File: config.mk
export PLATFORM = sky130hd
export DESIGN_NAME = serial_cmd_decoder
export DESIGN_NICKNAME = d
export VERILOG_FILES = /design/src/rtl/serial_cmd_decoder.sv
export SDC_FILE = /design/constraint.sdc
export NUM_CORES = 1
export LEC_CHECK = 0
export BUFFER_PORTS_ARGS = -buffer_cell sky130_fd_sc_hd__buf_2
export CORE_ASPECT_RATIO = 1.1
export CORE_MARGIN = 5
export CORE_UTILIZATION = 25
export CTS_BUF_LIST = sky130_fd_sc_hd__clkbuf_4
export DETAILED_ROUTE_END_ITERATION = 6
export GPL_TIMING_DRIVEN = 0
export SLEW_MARGIN = 20
export SYNTH_ARGS = -nofsm -noshare
export SYNTH_HDL_FRONTEND = slang
export SYNTH_SLANG_ARGS = --single-unit
File: constraint.sdc
create_clock -name clk_i -period 5.34 [get_ports clk_i]
set_clock_uncertainty 0.2 [all_clocks]
set_input_delay 1.068 -clock clk_i [delete_from_list [all_inputs] [get_ports clk_i]]
set_output_delay 1.068 -clock clk_i [all_outputs]
set_load 0.02 [all_outputs]
File: src/rtl/serial_cmd_decoder.sv
// Sync-word command decoder with multi-word parameter frames. Outputs update one cycle after the strobe.
// No backpressure: every strobe is consumed. `SERIAL_CMD_CHECKSUM_EN adds a trailing checksum word.
module serial_cmd_decoder #(
  parameter int DATA_WIDTH     = 16,
  parameter int PAYLOAD_WORDS  = 4,
  parameter int TIMEOUT_CYCLES = 1024,
  parameter int ZERO_PULSE_LEN = 1,
  parameter logic [DATA_WIDTH-1:0] SYNC_ENCODE     = 'hECDE,
  parameter logic [DATA_WIDTH-1:0] SYNC_SCAN_BEGIN = 'h5A51,
  parameter logic [DATA_WIDTH-1:0] SYNC_SCAN_TEST  = 'h5A53,
  parameter logic [DATA_WIDTH-1:0] SYNC_SCAN_END   = 'h5A50,
  parameter logic [DATA_WIDTH-1:0] SYNC_PARAM      = 'h5A5C
) (
  input  logic                                clk_i,
  input  logic                                rst_i,
  input  logic                                rx_valid_i,
  input  logic [DATA_WIDTH-1:0]               rx_data_i,
  output logic                                encode_zero_flag_o,
  output logic                                scan_start_flag_o,
  output logic                                scan_test_flag_o,
  output logic                                param_valid_o,
  output logic [PAYLOAD_WORDS*DATA_WIDTH-1:0] param_data_o,
  output logic [7:0]                          frame_err_cnt_o
);

  localparam int IDX_W = (PAYLOAD_WORDS > 1) ? $clog2(PAYLOAD_WORDS) : 1;
  localparam int TMO_W = $clog2(TIMEOUT_CYCLES);
  localparam int ZP_W  = $clog2(ZERO_PULSE_LEN + 1);

  localparam logic [IDX_W-1:0] LAST_IDX  = IDX_W'(PAYLOAD_WORDS - 1);
  localparam logic [TMO_W-1:0] TMO_LAST  = TMO_W'(TIMEOUT_CYCLES - 1);
  localparam logic [ZP_W-1:0]  ZP_RELOAD = ZP_W'(ZERO_PULSE_LEN - 1);

`ifdef SERIAL_CMD_CHECKSUM_EN
  typedef enum logic [1:0] {IDLE, PAYLOAD, CHECK} state_t;
  logic [DATA_WIDTH-1:0] csum;
`else
  typedef enum logic [1:0] {IDLE, PAYLOAD} state_t;
`endif

  state_t                                  state;
  logic [IDX_W-1:0]                        idx;
  logic [TMO_W-1:0]                        tmo_cnt;
  logic [ZP_W-1:0]                         zp_cnt;
  logic [PAYLOAD_WORDS-1:0][DATA_WIDTH-1:0] shadow;
  logic [PAYLOAD_WORDS-1:0][DATA_WIDTH-1:0] shadow_nxt;
  logic                                    cmd_encode;

  // Shadow with the incoming word merged in, so the last word commits in the same edge.
  always_comb begin
    shadow_nxt      = shadow;
    shadow_nxt[idx] = rx_data_i;
  end

  assign cmd_encode = (state == IDLE) && rx_valid_i && (rx_data_i == SYNC_ENCODE);

  always_ff @(posedge clk_i or posedge rst_i) begin
    if (rst_i) begin
      state              <= IDLE;
      idx                <= '0;
      tmo_cnt            <= '0;
      zp_cnt             <= '0;
      shadow             <= '0;
      encode_zero_flag_o <= 1'b0;
      scan_start_flag_o  <= 1'b0;
      scan_test_flag_o   <= 1'b0;
      param_valid_o      <= 1'b0;
      param_data_o       <= '0;
      frame_err_cnt_o    <= '0;
`ifdef SERIAL_CMD_CHECKSUM_EN
      csum               <= '0;
`endif
    end else begin
      param_valid_o <= 1'b0;

      // A repeated encode command reloads the count, stretching the pulse.
      if (cmd_encode) begin
        encode_zero_flag_o <= 1'b1;
        zp_cnt             <= ZP_RELOAD;
      end else if (zp_cnt != '0) begin
        zp_cnt <= zp_cnt - 1'b1;
      end else begin
        encode_zero_flag_o <= 1'b0;
      end

      // Inter-word timeout; a strobe on the final cycle wins over the abort.
      if ((state != IDLE) && !rx_valid_i) begin
        if (tmo_cnt == TMO_LAST) begin
          state <= IDLE;
          if (frame_err_cnt_o != 8'hFF) frame_err_cnt_o <= frame_err_cnt_o + 8'd1;
        end else begin
          tmo_cnt <= tmo_cnt + 1'b1;
        end
      end

      if (rx_valid_i) begin
        case (state)
          IDLE: begin
            if (rx_data_i == SYNC_SCAN_BEGIN) begin
              scan_start_flag_o <= 1'b1;
              scan_test_flag_o  <= 1'b0;
            end else if (rx_data_i == SYNC_SCAN_TEST) begin
              scan_start_flag_o <= 1'b1;
              scan_test_flag_o  <= 1'b1;
            end else if (rx_data_i == SYNC_SCAN_END) begin
              scan_start_flag_o <= 1'b0;
            end else if (rx_data_i == SYNC_PARAM) begin
              state   <= PAYLOAD;
              idx     <= '0;
              tmo_cnt <= '0;
`ifdef SERIAL_CMD_CHECKSUM_EN
              csum    <= '0;
`endif
            end
          end
          PAYLOAD: begin
            tmo_cnt <= '0;
            shadow  <= shadow_nxt;
            idx     <= idx + 1'b1;
`ifdef SERIAL_CMD_CHECKSUM_EN
            csum    <= csum + rx_data_i;
            if (idx == LAST_IDX) state <= CHECK;
`else
            if (idx == LAST_IDX) begin
              param_data_o  <= shadow_nxt;
              param_valid_o <= 1'b1;
              state         <= IDLE;
            end
`endif
          end
`ifdef SERIAL_CMD_CHECKSUM_EN
          CHECK: begin
            tmo_cnt <= '0;
            state   <= IDLE;
            if (rx_data_i == csum) begin
              param_data_o  <= shadow;
              param_valid_o <= 1'b1;
            end else if (frame_err_cnt_o != 8'hFF) begin
              frame_err_cnt_o <= frame_err_cnt_o + 8'd1;
            end
          end
`endif
          default: state <= IDLE;
        endcase
      end
    end
  end

endmodule
==> metrics.csv <==
stage,metric,value,unit
run_status,status,completed,
sta,max_slew.worst_pin.slew,770.9,ps
power,power_leakage,3.662,nW
detailed_routing,dr.pass1.iters,4,
worst_setup_path,cp_top_family,flip-flops,
synthesis,synth-seq-cells,138,
worst_setup_path,r2r_cells,6,
detailed_routing,drtIter0Drc,307,
cells_and_area,areaGrowthSynthToFinish,18.51,%
clock_tree,cts_setup_buffers,0,
worst_setup_path,critical_path.slowest_cell,dfrtp_1,
synthesis,netlist_instances,539,
detailed_routing,drc,0,
detailed_routing,drtAntennaViolNets,0,
sta,final.period_utilization,47.99,%
detailed_routing,viasPerCell,4.497,
sta,rsz0062_at_grt,false,
placed_design,dp_cells,933,
global_routing,track_usage,11.54,%
worst_setup_path,endpoint_kind,output port,
global_routing,grt_pass1_wl,25.18,mm
clock_tree,cts_buffers,17,
synthesis,synth.distinct_cells,51,
placed_design,gp_congestion,0.7619,
power,ir_drop,0.1349,mV
synthesis,netlist_area,6110,um^2
synthesis,syn-num-nets,564,
synthesis,syn-mean-instance-area,11.34,um^2
synthesis,synth_edf_count,0,
clock_tree,clkTransAtPathRegs,130,ps
floorplan,start_util,25.20,%
detailed_routing,vias,4344,
clock_tree,cts_tree,done,
global_routing,grt_max_degree,72,
worst_setup_path,critPathMaxFanout,7,
sta,maxSlewHeadroom,48.61,%
cells_and_area,design_area,7241,um^2
global_routing,grt-ovfl-total,0,
synthesis,yosysWarnings,0,
detailed_routing,routedWlPerCell,16.30,um
synthesis,yosysTopAreaCellShare,56.52,%
synthesis,synthAdderAreaFrac,1.229,%
placed_design,pre_cts_slack,2300,ps
sta,worst_slack,2777,ps
placed_design,port-buffer-count,83,
clock_tree,ctsResizeCount,0,
hold_path,whs_path_depth,2,
sta,fmaxAchievable,390.2,MHz
sta,setup_viol,0,
clock_tree,cts.sinks,138,
synthesis,async_flop_share,100.0,%
clock_tree,clk_latency,540,ps
clock_tree,cts_root_buf,clkbuf_4,
synthesis,synth.area.top_cells,"dfrtp_1, mux2_2, mux2i_1",
clock_tree,cts_hold_buffers,0,
worst_setup_path,worst-setup-path-type,reg -> out,
floorplan,row_count,60,
global_routing,first_global_vias,4427,
worst_setup_path,path_cells,buf_2,
synthesis,synth-compound-area-share,6.635,%
placed_design,hpwl,11.24,mm
floorplan,dieArea,27670,um^2
worst_setup_path,critPathLaunchType,flip-flop,
floorplan,fp.dieW,159.1,um
hold_path,holdCritPathClass,reg -> reg,
cells_and_area,drive_above_1_share,30.53,%
worst_setup_path,path_buf_inv,1,
synthesis,ys.flop_type,dfrtp_1,
synthesis,synth.area.mux_share,17.82,%
worst_setup_path,worstPathArrival,1290,ps
synthesis,ys_seq_area_share,56.52,%
cells_and_area,stdcell_count,966,
synthesis,synth_top_area_cell,dfrtp_1,
sta,finalHoldViolations,0,
worst_setup_path,path_depth,1,
sta,final-max-slew-violation-count,0,
worst_setup_path,critPathRequiredTime,4070,ps
global_routing,antenna_found_initial,5,
clock_tree,clockBufferDepth,2,
flow_run,maxCapViolCount,0,
worst_setup_path,crit_path_max_incr_delay,520,ps
synthesis,yosys.area_share.simple,13.60,%
floorplan,die_h,174.0,um
floorplan,core_area,24250,um^2
power,powerDensity,253.9,nW/um^2
synthesis,synth_common_cells,"dfrtp_1, nand2_1, o21ai_0, mux2i_1, mux2_2",
detailed_routing,routed_wl,15.74,mm
floorplan,io_pins,95,
synthesis,synth_xor_area_share,0.7168,%
placed_design,placed_area,6948,um^2
clock_tree,cts_max_level,4,
synthesis,synth_top_family_by_area,multiplexers,
cells_and_area,nets,667,
sta,final.min_clock_period,2563,ps
synthesis,synth_most_common_cell,dfrtp_1,
flip-flops by register name, indices dropped and copies added, names as in the netlist:
register	cells
encode_zero_flag_o	1
frame_err_cnt_o	8
idx	2
param_data_o	64
param_valid_o	1
scan_start_flag_o	1
scan_test_flag_o	1
shadow	48
state	2
tmo_cnt	10
where the power goes:
| group | switching, mW | internal (mW) | total (mW) |
|---|---|---|---|
| combinational | 0.0568 | 0.0210 | 0.0778 |
| clock | 0.428 | 0.287 | 0.714 |
| sequential | 0.000747 | 1.05 | 1.05 |
cell families (layout without fill, tap and decap cells):
kind of cell,after synthesis,in the layout
and+or+nand+nor,167,167
DFF,138,138
muxes,102,102
AOI/OAI and AO/OA,74,74
buffers and inverters,47,163
adders and majority gates,6,6
xor gates and xnor gates,5,5
other,0,1
cells in the final DEF (no fill, tap or decap), types with 7 or more instances in the layout:
cell type / Yosys / routed
dfrtp_1: 138 / 138
nor2_1: 16 / 16
buf_1: 7 / 7
mux2_2: 49 / 49
inv_1: 8 / 7
a21oi_1: 8 / 8
nand2_1: 107 / 107
buf_2: 17 / 100
clkbuf_1: 11 / 11
o21ai_0: 53 / 53
clkbuf_4: 0 / 17
mux2i_1: 51 / 51
area by class of cell:
type                       instances  area (um^2)
clock buffer                      17        127.6
fill                            2496        17010
tap                              310        387.9
clock inverter                    15        162.7
antenna                            1        2.502
buffer                            38        178.9
multi-input combinational        354         2444
sequential                       138         3453
inverter                           9        41.29
timing repair buffer              84        442.9
through the flow:
stage          total power [mW]  hold slack (ps)  utilization [%]  TNS [ps]
3_3_place_gp              1.144            256.1            28.51   -194970
2_1_floorplan             1.115            278.6                -         0
4_1_cts                   1.867            290.4            29.85         0
6_report                  1.839            288.6            29.86         0
3_5_place_dp              1.147            257.5            28.65         0
5_1_grt                   1.920            310.5            29.86         0
metal layers:
layer | part of all wire (%) | vias to the layer above | global-route usage [%]
met3 | 6.1 | 21 | 4.411
li1 | - | 2073 | -
met4 | 0.90 | 8 | 2.453
met1 | 44 | 2155 | 14.54
met2 | 49 | 87 | 18.98
met5 | 0.30 | - | 0
path summary, 6_finish.rpt:
check,startpoint,endpoint,slack [ps]
max,frame_err_cnt_o[2]$_DFFE_PP0P_,frame_err_cnt_o[2],2780
min,param_data_o[61]$_DFFE_PP0P_,param_data_o[61]$_DFFE_PP0P_,290
max reg2reg,idx[0]$_DFFE_PP0P_,param_data_o[42]$_DFFE_PP0P_,3040
min reg2reg,param_data_o[61]$_DFFE_PP0P_,param_data_o[61]$_DFFE_PP0P_,290
max in group asynchronous,rst_i,shadow[38]$_DFFE_PP0P_,3870
min in group asynchronous,rst_i,param_data_o[0]$_DFFE_PP0P_,360
No activity file was read; power rests on OpenSTA's default activity.
